==> src/rtl/s2q_pkg.sv <==
// s2q_pkg: shared state encoding, framing constants and delay-line entry type
// for the single-to-quad GMII dispatcher.
package s2q_pkg;

   typedef enum logic [2:0] {
      IDLE,
      PRE,
      HDR,
      FWD,
      DROP
   } state_t;

   localparam logic [7:0] PREAMBLE_BYTE = 8'h55;
   localparam logic [7:0] SFD_BYTE      = 8'hD5;
   localparam int         HDR_LEN       = 6;
   localparam int         DLY           = 7;
   localparam int         MAX_PRE       = 15;

   // One byte travelling through the delay line with its frame markers.
   typedef struct packed {
      logic [7:0] data;
      logic       tag;
      logic       last;
      logic       err;
   } dly_ent_t;

   function automatic logic [3:0] onehot4(input logic [1:0] sel);
      return 4'b0001 << sel;
   endfunction

endpackage

==> src/rtl/s2q_dispatcher_if.sv <==
// s2q_dispatcher_if: upper-link GMII receive side plus the shared channel
// output bus. The dispatcher is the slave; the upstream/downstream side is the master.
interface s2q_dispatcher_if;
   logic [7:0] gmii_rxd;
   logic       gmii_rx_dv;
   logic       gmii_rx_er;
   logic [7:0] ch_data;
   logic [3:0] ch_valid;
   logic       ch_sof;
   logic       ch_eof;
   logic       ch_err;

   modport master (
      output gmii_rxd, gmii_rx_dv, gmii_rx_er,
      input  ch_data, ch_valid, ch_sof, ch_eof, ch_err
   );

   modport slave (
      input  gmii_rxd, gmii_rx_dv, gmii_rx_er,
      output ch_data, ch_valid, ch_sof, ch_eof, ch_err
   );
endinterface

==> src/rtl/s2q_delay_line.sv <==
// s2q_delay_line: fixed-length tagged shift register. The end-of-frame marker
// is only known one cycle after a byte enters, so it is folded in on the
// stage0 -> stage1 transfer.
module s2q_delay_line
   import s2q_pkg::*;
(
   input  logic       clk,
   input  logic       rst_n,
   input  logic [7:0] in_data,
   input  logic       in_tag,
   input  logic       set_last,
   input  logic       set_err,
   output dly_ent_t   tail
);

   dly_ent_t stg [DLY];
   dly_ent_t s1_in;

   // Stage-1 input: previous byte plus the now-resolved last/err markers.
   always_comb begin
      s1_in      = stg[0];
      s1_in.last = set_last;
      s1_in.err  = set_last & set_err;
   end

   // Free-running shift; advances every clock regardless of data validity.
   always_ff @(posedge clk) begin
      if (!rst_n) begin
         for (int i = 0; i < DLY; i++) stg[i] <= '0;
      end else begin
         stg[0] <= '{data: in_data, tag: in_tag, last: 1'b0, err: 1'b0};
         stg[1] <= s1_in;
         for (int i = 2; i < DLY; i++) stg[i] <= stg[i-1];
      end
   end

   assign tail = stg[DLY-1];

endmodule

==> src/rtl/s2q_dispatcher.sv <==
// s2q_dispatcher: strips preamble/SFD from the upper GMII RX stream, checks the
// destination MAC prefix and steers each accepted frame to one of four channels
// after a fixed 7-cycle delay. Rejected frames are dropped and counted.
module s2q_dispatcher
   import s2q_pkg::*;
#(
   parameter logic [47:0] LOCAL_MAC = 48'h02_00_00_00_00_00,
   parameter int          CNT_W     = 16
) (
   input  logic             clk,
   input  logic             rst_n,
   s2q_dispatcher_if.slave  bus,
   output logic [CNT_W-1:0] fwd_cnt,
   output logic [CNT_W-1:0] drop_cnt
);

   state_t      state, state_n;
   logic [3:0]  pre_cnt;
   logic [2:0]  hdr_idx;
   logic [39:0] mac_sr;
   logic        err_pend;
   logic        armed;
   logic        fwd_en;
   logic [1:0]  ch_sel;
   logic        out_busy;

   logic        tag_in, last_set, hdr_done, runt, sfd_seen;
   logic        mac_hit, er_now, emit;
   dly_ent_t    tail;

   assign mac_hit = ({mac_sr, bus.gmii_rxd[7:2]} == LOCAL_MAC[47:2]);
   assign er_now  = bus.gmii_rx_er & ((state == HDR) || (state == FWD));
   assign emit    = tail.tag & fwd_en;

   // State register.
   always_ff @(posedge clk) begin
      if (!rst_n) state <= IDLE;
      else        state <= state_n;
   end

   // Next-state and per-byte tagging decisions.
   always_comb begin
      state_n  = state;
      tag_in   = 1'b0;
      last_set = 1'b0;
      hdr_done = 1'b0;
      runt     = 1'b0;
      sfd_seen = 1'b0;
      case (state)
         IDLE: begin
            // Until rx_dv has been seen low after reset, treat data as a frame tail.
            if (bus.gmii_rx_dv)
               state_n = (armed && bus.gmii_rxd == PREAMBLE_BYTE) ? PRE : DROP;
         end
         PRE: begin
            if (!bus.gmii_rx_dv) begin
               state_n = IDLE;
            end else if (bus.gmii_rxd == SFD_BYTE) begin
               state_n  = HDR;
               sfd_seen = 1'b1;
            end else if (bus.gmii_rxd == PREAMBLE_BYTE && pre_cnt < 4'(MAX_PRE)) begin
               state_n = PRE;
            end else begin
               state_n = DROP;
            end
         end
         HDR: begin
            if (!bus.gmii_rx_dv) begin
               runt    = 1'b1;
               state_n = IDLE;
            end else begin
               tag_in = 1'b1;
               if (hdr_idx == 3'(HDR_LEN-1)) begin
                  hdr_done = 1'b1;
                  state_n  = mac_hit ? FWD : DROP;
               end
            end
         end
         FWD: begin
            if (!bus.gmii_rx_dv) begin
               last_set = 1'b1;
               state_n  = IDLE;
            end else begin
               tag_in = 1'b1;
            end
         end
         DROP: begin
            if (!bus.gmii_rx_dv) state_n = IDLE;
         end
         default: state_n = IDLE;
      endcase
   end

   // Input-side bookkeeping: preamble length, header capture, error latch, drops.
   always_ff @(posedge clk) begin
      if (!rst_n) begin
         pre_cnt  <= '0;
         hdr_idx  <= '0;
         mac_sr   <= '0;
         err_pend <= 1'b0;
         armed    <= 1'b0;
         drop_cnt <= '0;
      end else begin
         armed   <= armed | ~bus.gmii_rx_dv;
         pre_cnt <= (state == PRE) ? pre_cnt + 4'd1 : 4'd1;
         hdr_idx <= (state == HDR) ? hdr_idx + 3'd1 : 3'd0;
         if (state == HDR) mac_sr <= {mac_sr[31:0], bus.gmii_rxd};
         if (sfd_seen)    err_pend <= 1'b0;
         else if (er_now) err_pend <= 1'b1;
         if (((hdr_done && !mac_hit) || runt) && drop_cnt != '1)
            drop_cnt <= drop_cnt + 1'b1;
      end
   end

   s2q_delay_line u_dly (
      .clk      (clk),
      .rst_n    (rst_n),
      .in_data  (bus.gmii_rxd),
      .in_tag   (tag_in),
      .set_last (last_set),
      .set_err  (err_pend | er_now),
      .tail     (tail)
   );

   // Output stage and per-frame steering; the header decision is made well
   // after the previous frame's eof has drained, so it takes priority.
   always_ff @(posedge clk) begin
      if (!rst_n) begin
         bus.ch_data  <= '0;
         bus.ch_valid <= '0;
         bus.ch_sof   <= 1'b0;
         bus.ch_eof   <= 1'b0;
         bus.ch_err   <= 1'b0;
         fwd_en       <= 1'b0;
         ch_sel       <= '0;
         out_busy     <= 1'b0;
         fwd_cnt      <= '0;
      end else begin
         bus.ch_data  <= tail.data;
         bus.ch_valid <= emit ? onehot4(ch_sel) : 4'b0000;
         bus.ch_sof   <= emit & ~out_busy;
         bus.ch_eof   <= emit & tail.last;
         bus.ch_err   <= emit & tail.last & tail.err;
         if (emit) out_busy <= ~tail.last;
         if (emit && tail.last) begin
            fwd_en <= 1'b0;
            ch_sel <= '0;
            if (fwd_cnt != '1) fwd_cnt <= fwd_cnt + 1'b1;
         end
         if (hdr_done) begin
            fwd_en <= mac_hit;
            ch_sel <= mac_hit ? bus.gmii_rxd[1:0] : 2'b00;
         end
      end
   end

endmodule

==> src/flat_wrapper.sv <==
// flat-port wrapper written by rule: the top's interface ports become plain ports
module s2q_dispatcher_flat import s2q_pkg::*;
#(
   parameter logic [47:0] LOCAL_MAC = 48'h02_00_00_00_00_00,
   parameter int          CNT_W     = 16
)
  (clk, rst_n, fwd_cnt, drop_cnt, bus_gmii_rxd, bus_gmii_rx_dv, bus_gmii_rx_er, bus_ch_data, bus_ch_valid, bus_ch_sof, bus_ch_eof, bus_ch_err);
  s2q_dispatcher_if bus_i ();
  input  logic clk;
  input  logic rst_n;
  output logic [CNT_W-1:0] fwd_cnt;
  output logic [CNT_W-1:0] drop_cnt;
  input wire logic [$bits(bus_i.gmii_rxd)-1:0] bus_gmii_rxd;
  input wire logic [$bits(bus_i.gmii_rx_dv)-1:0] bus_gmii_rx_dv;
  input wire logic [$bits(bus_i.gmii_rx_er)-1:0] bus_gmii_rx_er;
  output wire logic [$bits(bus_i.ch_data)-1:0] bus_ch_data;
  output wire logic [$bits(bus_i.ch_valid)-1:0] bus_ch_valid;
  output wire logic [$bits(bus_i.ch_sof)-1:0] bus_ch_sof;
  output wire logic [$bits(bus_i.ch_eof)-1:0] bus_ch_eof;
  output wire logic [$bits(bus_i.ch_err)-1:0] bus_ch_err;
  assign bus_i.gmii_rxd = bus_gmii_rxd;
  assign bus_i.gmii_rx_dv = bus_gmii_rx_dv;
  assign bus_i.gmii_rx_er = bus_gmii_rx_er;
  assign bus_ch_data = bus_i.ch_data;
  assign bus_ch_valid = bus_i.ch_valid;
  assign bus_ch_sof = bus_i.ch_sof;
  assign bus_ch_eof = bus_i.ch_eof;
  assign bus_ch_err = bus_i.ch_err;
  s2q_dispatcher #(.LOCAL_MAC(LOCAL_MAC), .CNT_W(CNT_W)) u_core (.clk(clk), .rst_n(rst_n), .bus(bus_i), .fwd_cnt(fwd_cnt), .drop_cnt(drop_cnt));
endmodule
==> config.mk <==
export PLATFORM = sky130hd
export DESIGN_NAME = s2q_dispatcher_flat
export DESIGN_NICKNAME = d
export VERILOG_FILES = /design/src/rtl/s2q_pkg.sv /design/src/rtl/s2q_dispatcher_if.sv /design/src/rtl/s2q_delay_line.sv /design/src/rtl/s2q_dispatcher.sv /design/src/flat_wrapper.sv
export SDC_FILE = /design/constraint.sdc
export NUM_CORES = 1
export LEC_CHECK = 0
export BUFFER_PORTS_ARGS = -buffer_cell sky130_fd_sc_hd__buf_2
export CORE_MARGIN = 2
export CORE_UTILIZATION = 25
export CTS_BUF_LIST = sky130_fd_sc_hd__clkbuf_2
export DETAILED_ROUTE_END_ITERATION = 16
export PLACE_DENSITY_LB_ADDON = 0.05
export SYNTH_ARGS = -nofsm -noshare
export SYNTH_HDL_FRONTEND = slang
export SYNTH_SLANG_ARGS = --single-unit
==> constraint.sdc <==
create_clock -name clk -period 2.8 [get_ports clk]
set_input_delay 0.28 -clock clk [delete_from_list [all_inputs] [get_ports clk]]
set_output_delay 0.28 -clock clk [all_outputs]
set_load 0.01 [all_outputs]
==> results of run 1 <==
per-layer routing:
layer	part of all wire	global-route usage	vias up
met5	0	0	-
met4	0.015	0.03741	0
met3	0.040	0.03158	12
met2	0.45	0.1705	90
met1	0.50	0.1408	2224
li1	-	-	2430
layout by cell type, fill, tap and decap left out, drive strengths merged, types with 6 or more instances in the layout:
master | Yosys | layout
dlygate4sd3 | 0 | 11
nand4 | 13 | 13
clkbuf | 32 | 17
and2 | 80 | 80
o31ai | 11 | 11
nand3 | 21 | 21
a21oi | 67 | 67
buf | 6 | 64
clkinv | 0 | 6
or3 | 10 | 10
or4 | 11 | 11
nor2 | 19 | 19
dfxtp | 178 | 178
inv | 8 | 16
o21ai | 17 | 17
nand2 | 107 | 107
nor3 | 14 | 14
and3 | 9 | 9
nor4 | 18 | 18
power by group through the flow:
| stage | Sequential (mW) | Combinational [mW] | Clock, mW |
|---|---|---|---|
| 2_1_floorplan | 2.61 | 0.0672 | 0 |
| 3_3_place_gp | 2.62 | 0.102 | 0 |
| 3_5_place_dp | 2.62 | 0.103 | 0 |
| 4_1_cts | 2.58 | 0.115 | 1.53 |
| 5_1_grt | 2.59 | 0.125 | 1.62 |
| 6_report | 2.58 | 0.112 | 1.43 |
state kept, by name (all words and copies together) (netlist names), 2 cells and up:
register             count
u_core.bus.ch_valid      4
u_core.hdr_idx           3
u_core.bus.ch_data       8
u_core.drop_cnt         16
u_core.mac_sr           40
u_core.fwd_cnt          16
u_core.pre_cnt           4
u_core.u_dly.stg        75
u_core.ch_sel            2
u_core.state             3
synth_stat cells (all sizes together) (6+ instances only):
cell type / n / share of area
a21oi: 67 / 0.053
and2: 80 / 0.079
and3: 9 / 0.0089
buf: 6 / 0.0064
clkbuf: 32 / 0.019
dfxtp: 178 / 0.57
inv: 8 / 0.0048
nand2: 107 / 0.065
nand3: 21 / 0.017
nand4: 13 / 0.013
nor2: 19 / 0.011
nor3: 14 / 0.011
nor4: 18 / 0.019
o21ai: 17 / 0.015
o31ai: 11 / 0.013
or3: 10 / 0.0099
or4: 11 / 0.013
logic make-up after synthesis:
family                   count (synthesis)  share of synthesized area
multiplexers                             2                   0.003179
buffers and inverters                   46                    0.03039
XOR/XNOR                                 8                    0.01112
AND/OR/NAND/NOR                        324                     0.2751
AO/OA/AOI/OAI                          112                     0.1045
flip-flops                             178                     0.5658
adder cells (fa/ha/maj)                  5                   0.009932
what timing repair did:
action / 4_1_cts / 5_1_grt
hold buffers: 11 / 0
resized for setup: 0 / 0
endpoints found under the hold margin: 89 / 0
final cells by class:
class | instances | area (sq um) | share of cell area
flip-flops and latches | 178 | 3563 | 0.4878
multi-input cells | 451 | 2559 | 0.3502
repair buffers | 75 | 457.9 | 0.06268
well taps | 330 | 412.9 | 0.05652
clock inverters | 15 | 195.2 | 0.02672
clock buffers | 17 | 85.08 | 0.01165
inverters | 8 | 30.03 | 0.004110
diodes | 1 | 2.502 | 0.0003425
worst max-delay path, cell delays in order (launching register included):
cell and delay (ps):
dfxtp_1 480, nand4_1 210, or4_1 680, o21ai_1 600
o21ai_0 200, a21oi_1 150
how the worst min path moves through the flow:
stage                                 startpoint                       endpoint
finish                           bus_gmii_rxd[6]  u_core.mac_sr[6]$_SDFFE_PN0N_
detailed placement  u_core.out_busy$_SDFFE_PN0P_   u_core.bus.ch_sof$_SDFF_PN0_
floorplan           u_core.out_busy$_SDFFE_PN0P_   u_core.bus.ch_sof$_SDFF_PN0_
CTS                              bus_gmii_rxd[6]  u_core.mac_sr[6]$_SDFFE_PN0N_
global route                     bus_gmii_rxd[4]  u_core.mac_sr[4]$_SDFFE_PN0N_
global placement    u_core.out_busy$_SDFFE_PN0P_   u_core.bus.ch_sof$_SDFF_PN0_
==> impl_metrics.py, run 1 <==
metrics = {
    "timing": {
        "setup_tns_ps": 0,
        "holdWs_ps": 311.0,
        "skew_ps": 36.67,
        "slew_viol_final": 0,
        "min_period_ps": 2355,
        "clock.fmax_mhz": 424.6,
        "rsz0062_at_grt": "false",
        "finalSetupViolations": 0,
        "relSlewSlack": 0.5487,
        "hold_viol": 0,
        "finalCritPeriodShare": 0.8411,
        "worst_pin_slew_ps": 672.5,
        "worst_slack_ps": 444.9,
    },
    "synth": {
        "synth_edf_count": 0,
        "synth_area_per_cell_sq_um": 9.331,
        "seq_area_frac_synth": 0.5658,
        "synthCells": 675,
        "async_flop_share": 0,
        "syn-cell-area_sq_mm": 0.006299,
        "dominantRegCellSynth": "dfxtp_1",
        "synth-seq-cells": 178,
        "ys_types": 50,
        "synth_nets": 692,
        "ys_warn_count": 0,
    },
    "routing": {
        "via_per_inst": 4.424,
        "drc": 0,
        "wire_per_inst_microns": 12.98,
        "drtAntennaViolNets": 0,
        "totalWireLength_microns": 13960,
        "vias": 4756,
        "first_pass_iters": 4,
        "drt_iter0_drc": 224,
    },
    "clock_network": {
        "cts_root_buf": "clkbuf_2",
        "clockBufferDepth": 2,
        "tritoncts": "done",
        "post-cts-setup-buffer-count": 0,
        "cts.sinks": 178,
        "htree_num_levels": 4,
        "cts_buffers": 17,
        "clkSlewWorstSetupHoldPaths_ps": 310,
        "clock_latency_ps": 740,
    },
    "global_routing": {
        "grt_pass1_vias": 4473,
        "grt_pass1_wl_microns": 22760,
        "grt_use_total": 0.1080,
        "antenna_found_initial": 1,
        "globalRoute.totalOverflow": 0,
        "grt_max_degree": 103,
    },
    "run": {
        "cap_violations": 0,
    },
    "floorplan": {
        "die_area_sq_mm": 0.02648,
        "core-area_sq_mm": 0.02496,
        "fp.dieH_microns": 162.7,
        "io_pins": 59,
        "num_rows": 58,
        "fp.dieW_microns": 162.7,
        "start_util": 0.2523,
    },
    "finish": {
        "final_cells": 1075,
        "fin_area_sq_mm": 0.007306,
        "fill_cells": 2710,
        "area.growth.synth_to_final_pct": 15.99,
        "fin_util": 0.2927,
        "layout-drive-gt1-share": 0.1425,
        "fin_nets": 748,
    },
    "power_and_ir_drop": {
        "p_int_mw": 2.944,
        "switching_power_mw": 1.171,
        "p_sw_frac": 0.2846,
        "p_per_area_mw_per_mm2": 563.3,
        "power_frac_clock": 0.346,
        "finalPower_mw": 4.116,
        "p_seq_frac": 0.626,
        "leakagePower_nw": 2.667,
        "vdd_ir_drop_max_mv": 0.2022,
        "power_frac_comb": 0.027,
    },
    "placed_design": {
        "hpwl_microns": 9075,
        "portBuffers": 58,
        "finalWeightedCongestion": 0.7229,
        "placed_area_sq_mm": 0.006913,
        "dp.cells": 1031,
        "place_ws_ps": 489.6,
    },
    "critical_path": {
        "crit_end": "u_core.fwd_cnt[4]$_SDFFE_PN0P_",
        "r2r_start": "u_core.fwd_cnt[7]$_SDFFE_PN0P_",
        "endpoint_kind": "flop",
        "critical_path.max_fanout": 11,
        "r2r-end": "u_core.fwd_cnt[4]$_SDFFE_PN0P_",
        "path_class": "flop to flop",
        "r2r_cells": 5,
        "critPathLaunchType": "flop",
        "setup.worst_path.start": "u_core.fwd_cnt[7]$_SDFFE_PN0P_",
        "critPathRequiredTime_ps": 3510,
        "worstPathArrival_ps": 3060,
        "reg2reg_slack_ps": 440,
    },
    "hold_path": {
        "worstHoldPathCells": 4,
        "worstHoldPathType": "input port to flop",
    },
    "status": {
        "outcome": "completed",
    },
}
(Power assumes the default switching activity.)
==> inputs of run 2 (changes only) <==
- clock period: 2.8 -> 2.3 ns (I/O delays scaled with it)
==> impl_metrics.py, run 2 (same netlist as run 1, synthesis figures left out) <==
metrics = {
    "routing": {
        "totalWireLength_microns": 14300,
        "drc": 0,
        "via_per_inst": 4.410,
        "vias": 4798,
        "wire_per_inst_microns": 13.14,
        "first_pass_iters": 5,
        "drtAntennaViolNets": 0,
        "drt_iter0_drc": 315,
    },
    "timing": {
        "setup_tns_ps": 0,
        "slew_viol_final": 0,
        "relSlewSlack": 0.6387,
        "clock.fmax_mhz": 463.4,
        "rsz0062_at_grt": "false",
        "finalCritPeriodShare": 0.9382,
        "min_period_ps": 2158,
        "hold_viol": 0,
        "finalSetupViolations": 0,
        "skew_ps": 30.39,
        "worst_pin_slew_ps": 534.4,
    },
    "global_routing": {
        "grt_max_degree": 62,
        "grt_pass1_vias": 4597,
        "antenna_found_initial": 1,
        "globalRoute.totalOverflow": 0,
        "grt_use_total": 0.1103,
        "grt_pass1_wl_microns": 23110,
    },
    "finish": {
        "layout-drive-gt1-share": 0.1521,
        "multi_input_area_sq_mm": 0.002565,
        "regArea_sq_mm": 0.003563,
        "fin_nets": 760,
        "largest_register_ffs": 75,
        "fin_util": 0.2974,
        "area.growth.synth_to_final_pct": 17.88,
        "final_common_cell": "dfxtp_1",
        "largest_register": "u_core.u_dly.stg",
        "fill_cells": 2710,
        "final_cell_mix": "dfxtp_1, nand2_1, and2_1",
        "top_regs": "u_core.u_dly.stg: 75 flops, u_core.mac_sr: 40 flops",
    },
    "clock_network": {
        "tritoncts": "done",
        "clkSlewWorstSetupHoldPaths_ps": 290,
        "cts_root_buf": "clkbuf_2",
        "cts.sinks": 178,
        "clockBufferDepth": 2,
        "htree_num_levels": 4,
        "cts_buffers": 17,
        "clock_latency_ps": 720,
    },
    "status": {
        "outcome": "completed",
    },
    "placed_design": {
        "hpwl_microns": 9223,
        "portBuffers": 58,
        "finalWeightedCongestion": 0.7242,
    },
    "critical_path": {
        "critPathRequiredTime_ps": 2990,
        "critPathTopFamily": "buffers and inverters",
        "max_stage_delay_ps": 550,
        "cp_slowest_cell": "dlygate4sd3_1",
        "timing.critical_path.buf_inv": 3,
        "critPathMostFrequentCell": "buf_4",
        "endpoint_kind": "flop",
        "path_class": "flop to flop",
        "critPathLaunchType": "flop",
        "critical_path.max_fanout": 42,
        "worstPathArrival_ps": 2850,
        "crit_chain": "buf_4 > nor3b_4 > buf_4 > nand2_1 > a21oi_1 > dlygate4sd3_1",
    },
    "floorplan": {
        "core-area_sq_mm": 0.02496,
        "start_util": 0.2523,
        "num_rows": 58,
        "die_area_sq_mm": 0.02648,
        "fp.dieW_microns": 162.7,
        "io_pins": 59,
        "fp.dieH_microns": 162.7,
    },
    "run": {
        "cap_violations": 0,
    },
    "power_and_ir_drop": {
        "leakagePower_nw": 2.736,
        "p_per_area_mw_per_mm2": 688.3,
        "vdd_ir_drop_max_mv": 0.2911,
    },
    "hold_path": {
        "worstHoldPathType": "input port to flop",
    },
}
## run 2: cell types whose count changed in the layout (fill, tap and decap cells not counted), sizes merged
cell	previous run	this run
buf	64	72
dlygate4sd3	11	14
bufinv	0	2
nand2	107	108
diode	1	2
inv	16	14
## run 2: final cells by class
class,instances,area share
Sequential cell,178,0.4799
Multi-Input combinational cell,452,0.3455
Timing Repair Buffer,86,0.07381
Tap cell,330,0.05561
Clock inverter,15,0.02899
Clock buffer,17,0.01146
Inverter,8,0.004044
Antenna cell,2,0.0006741
## run 2: where the power goes
part	switching [mW]	leakage (nW)	internal (mW)
clock network	1.26	0.168	0.578
registers	0.00777	1.44	3.12
logic	0.0900	1.13	0.0540
## run 2: tightest hold or removal path, stage by stage
cell           delay [ps]
dlygate4sd3_1         530
buf_2                 140
nand2_1                50
a21oi_1                50
## run 2: repair_timing
action / CTS / global route
endpoints found under the hold margin: 48 / 0
buffers inserted: 0 / 2
hold buffers: 14 / 0
resized for setup: 0 / 0
endpoints found under the setup margin: 0 / 8
## run 2: metrics by stage
stage / total power, mW / instances / instance area, sq um / worst slack [ps] / hold WS (ps)
after floorplan: 3.263 / 675 / 6299 / 331.4 / 351.7
after global placement: 3.319 / 1037 / 6958 / 209.1 / 406.2
after detailed placement: 3.320 / 1037 / 6958 / 92.67 / 410.9
final: 5.111 / 1088 / 7425 / 142.0 / 266.0
after global routing: 5.380 / 1088 / 7425 / 1.497 / 143.4
after CTS: 5.244 / 1083 / 7398 / 47.26 / 170.6
## run 2: per-layer routing
metal  part of all wire  global-route usage  up-vias  wire length (microns)
li1                   -                   -     2456                      -
met1               0.49              0.1401     2251                   6966
met2               0.46              0.1801       76                   6561
met3              0.038             0.03158       15                    546
met4              0.016             0.03660        0                    226
met5                  0                   0        -                      0
## run 2: final timing paths
check                                      from                            endpoint  slack [ps]  depth (start not counted)
min reg2reg  u_core.u_dly.stg[0][21]$_SDFF_PN0_  u_core.u_dly.stg[0][32]$_SDFF_PN0_         440                          1
max                u_core.state[0]$_SDFFE_PN0P_       u_core.mac_sr[2]$_SDFFE_PN0N_         140                          6
max reg2reg        u_core.state[0]$_SDFFE_PN0P_       u_core.mac_sr[2]$_SDFFE_PN0N_         140                          6
min                             bus_gmii_rxd[5]       u_core.mac_sr[5]$_SDFFE_PN0N_         270                          4
==> inputs of run 3 (changes only) <==
- ABC_AREA: not set -> 1
- CORE_ASPECT_RATIO: not set -> 1.2
==> impl_metrics.py, run 3 <==
metrics = {
    "clock_network": {
        "htree_num_levels": 4,
        "cts_buffers": 17,
        "clkSlewWorstSetupHoldPaths_ps": 300,
        "clock_latency_ps": 770,
        "tritoncts": "done",
        "cts_root_buf": "clkbuf_2",
        "cts.sinks": 178,
        "clockBufferDepth": 2,
        "cts_resized": 0,
    },
    "power_and_ir_drop": {
        "power_frac_comb": 0.036,
        "leakagePower_nw": 3.741,
        "p_sw_frac": 0.2533,
        "switching_power_mw": 1.256,
        "p_int_mw": 3.702,
        "power_frac_clock": 0.332,
        "vdd_ir_drop_max_mv": 0.2239,
        "p_per_area_mw_per_mm2": 634.4,
        "p_seq_frac": 0.631,
    },
    "finish": {
        "largest_register_ffs": 75,
        "layout-drive-gt1-share": 0.1316,
        "area.growth.synth_to_final_pct": 16.03,
        "fill_cells": 2874,
        "top_regs": "u_core.u_dly.stg: 75 flops, u_core.mac_sr: 40 flops",
        "fin_area_sq_mm": 0.007814,
        "final_cells": 1310,
        "fin_nets": 978,
        "final_common_cell": "nand2_1",
        "largest_register": "u_core.u_dly.stg",
        "fin_util": 0.2956,
        "final_cell_mix": "nand2_1, dfxtp_1, nor2_1",
    },
    "synth": {
        "synth_top_area_frac": 0.5292,
        "synth_nets": 907,
        "dominantRegCellSynth": "dfxtp_1",
        "synthCells": 890,
        "synth.area.top_cells": "dfxtp_1, nand2_1, nor2_1",
        "async_flop_share": 0,
        "synth-seq-cells": 178,
        "synth_area_per_cell_sq_um": 7.566,
        "ys_types": 36,
        "synth.most_common_cell": "nand2_1",
        "synthTopCellsByCount": "nand2_1, dfxtp_1, nor2_1",
        "synth_top_cell_by_area": "dfxtp_1",
        "synth_edf_count": 0,
        "syn-cell-area_sq_mm": 0.006734,
        "ys_warn_count": 0,
        "seq_area_frac_synth": 0.5292,
    },
    "placed_design": {
        "finalWeightedCongestion": 0.7454,
        "hpwl_microns": 10170,
        "dp.cells": 1261,
        "placed_area_sq_mm": 0.007412,
        "portBuffers": 58,
    },
    "critical_path": {
        "critical_path.max_fanout": 15,
        "reg2reg_slack_ps": 380,
        "path_class": "flop to flop",
        "critPathLaunchType": "flop",
        "worstPathArrival_ps": 2580,
        "endpoint_kind": "flop",
        "critPathRequiredTime_ps": 2960,
    },
    "global_routing": {
        "grt-busiest-layer": "met2",
        "met1_usage": 0.1437,
        "antenna_found_initial": 2,
        "grt_pass1_wl_microns": 26080,
        "grtUsageMet3": 0.02805,
        "globalRoute.totalOverflow": 0,
        "grt_pass1_vias": 5281,
        "grt_use_total": 0.1158,
        "grt_use_met2": 0.1969,
        "grt_max_degree": 135,
    },
    "floorplan": {
        "io_pins": 59,
        "num_rows": 65,
        "fp.dieW_microns": 153.8,
        "start_util": 0.2548,
        "core-area_sq_mm": 0.02643,
        "die_area_sq_mm": 0.02827,
        "fp.dieH_microns": 183.8,
    },
    "timing": {
        "slew_viol_final": 0,
        "skew_ps": 73.18,
        "finalCritPeriodShare": 0.8343,
        "rsz0062_at_grt": "false",
        "finalSetupViolations": 0,
        "setup_tns_ps": 0,
        "relSlewSlack": 0.6068,
        "clock.fmax_mhz": 521.2,
        "min_period_ps": 1919,
        "hold_viol": 0,
        "worst_pin_slew_ps": 589.8,
    },
    "routing": {
        "drc": 0,
        "via_per_inst": 4.086,
        "vias": 5353,
        "drt_iter0_drc": 281,
        "totalWireLength_microns": 15340,
        "first_pass_iters": 4,
        "drtAntennaViolNets": 0,
        "wire_per_inst_microns": 11.71,
    },
    "run": {
        "cap_violations": 0,
    },
    "hold_path": {
        "worstHoldPathType": "input port to flop",
    },
    "status": {
        "outcome": "completed",
    },
}
[run 3: cell types whose count changed in the layout (fill, tap and decap cells not counted), sizes merged, moves of 31 or more]
cell	change
nor2	+142
inv	+122
nand2	+88
and2	-80
o21ai	+34
a21oi	-31
[run 3: layout make-up]
type / count / area [sq um] / share of cell area
clock buffers: 18 / 90.09 / 0.01153
inverters: 132 / 495.5 / 0.06341
multi-input cells: 548 / 2541 / 0.3252
repair buffers: 84 / 553.0 / 0.07078
flip-flops and latches: 178 / 3563 / 0.4560
clock inverters: 13 / 146.4 / 0.01873
well taps: 335 / 419.2 / 0.05364
diodes: 2 / 5.005 / 0.0006405
[run 3: path summary, 6_finish.rpt]
kind | depth (start not counted) | startpoint | to
worst max register to register | 9 | u_core.mac_sr[22]$_SDFFE_PN0N_ | u_core.drop_cnt[10]$_SDFFE_PN0P_
worst min-delay path | 4 | bus_gmii_rxd[3] | u_core.u_dly.stg[0][6]$_SDFF_PN0_
worst min register to register | 2 | u_core.u_dly.stg[0][23]$_SDFF_PN0_ | u_core.u_dly.stg[0][34]$_SDFF_PN0_
worst max-delay path | 9 | u_core.mac_sr[22]$_SDFFE_PN0N_ | u_core.drop_cnt[10]$_SDFFE_PN0P_
[run 3: metal layers]
metal  part of all wire  wire length [microns]
met2               0.47                   7182
met4              0.014                    210
met1               0.49                   7579
met3              0.024                    368
met5                  0                      0
[run 3: cell families (layout without fill, tap and decap cells)]
kind of cell,after synthesis,in the layout,synth area share
buffers and inverters,164,247,0.09346
xor gates and xnor gates,18,18,0.02341
other,0,2,0
and+or+nand+nor,431,431,0.2663
AOI/OAI and AO/OA,94,94,0.07841
adders and majority gates,5,5,0.009290
DFF,178,178,0.5292
[run 3: timing repair]
| action | in CTS | in global routing |
|---|---|---|
| setup endpoints to repair | 0 | 0 |
| hold endpoints to repair | 131 | 0 |
| setup buffers | 0 | 0 |
| hold buffers | 16 | 0 |
[run 3: power by group through the flow]
stage	Combinational (mW)	Sequential, mW	Clock [mW]
floorplan	0.108	3.18	0
global placement	0.167	3.19	0
detailed placement	0.164	3.19	0
CTS	0.185	3.13	1.78
global route	0.209	3.14	1.90
finish	0.180	3.13	1.65
[run 3: critical path, cell delays in order, from the launching register on]
cell	delay, ps
dfxtp_1	400
nor2_1	110
nand2_1	80
nor2_1	100
nand2_1	60
nor2_1	250
nand3_2	310
nand2_4	290
nand2_1	90
a21oi_2	110
[run 3: through the flow]
| stage | setup slack (ps) | power (mW) | hold WS [ps] |
|---|---|---|---|
| global route | 67.60 | 5.247 | 170.5 |
| detailed placement | 328.0 | 3.350 | 394.7 |
| CTS | 283.4 | 5.103 | 149.8 |
| finish | 381.2 | 4.957 | 279.1 |
| global placement | 390.9 | 3.353 | 391.9 |
| floorplan | 624.6 | 3.292 | 323.5 |
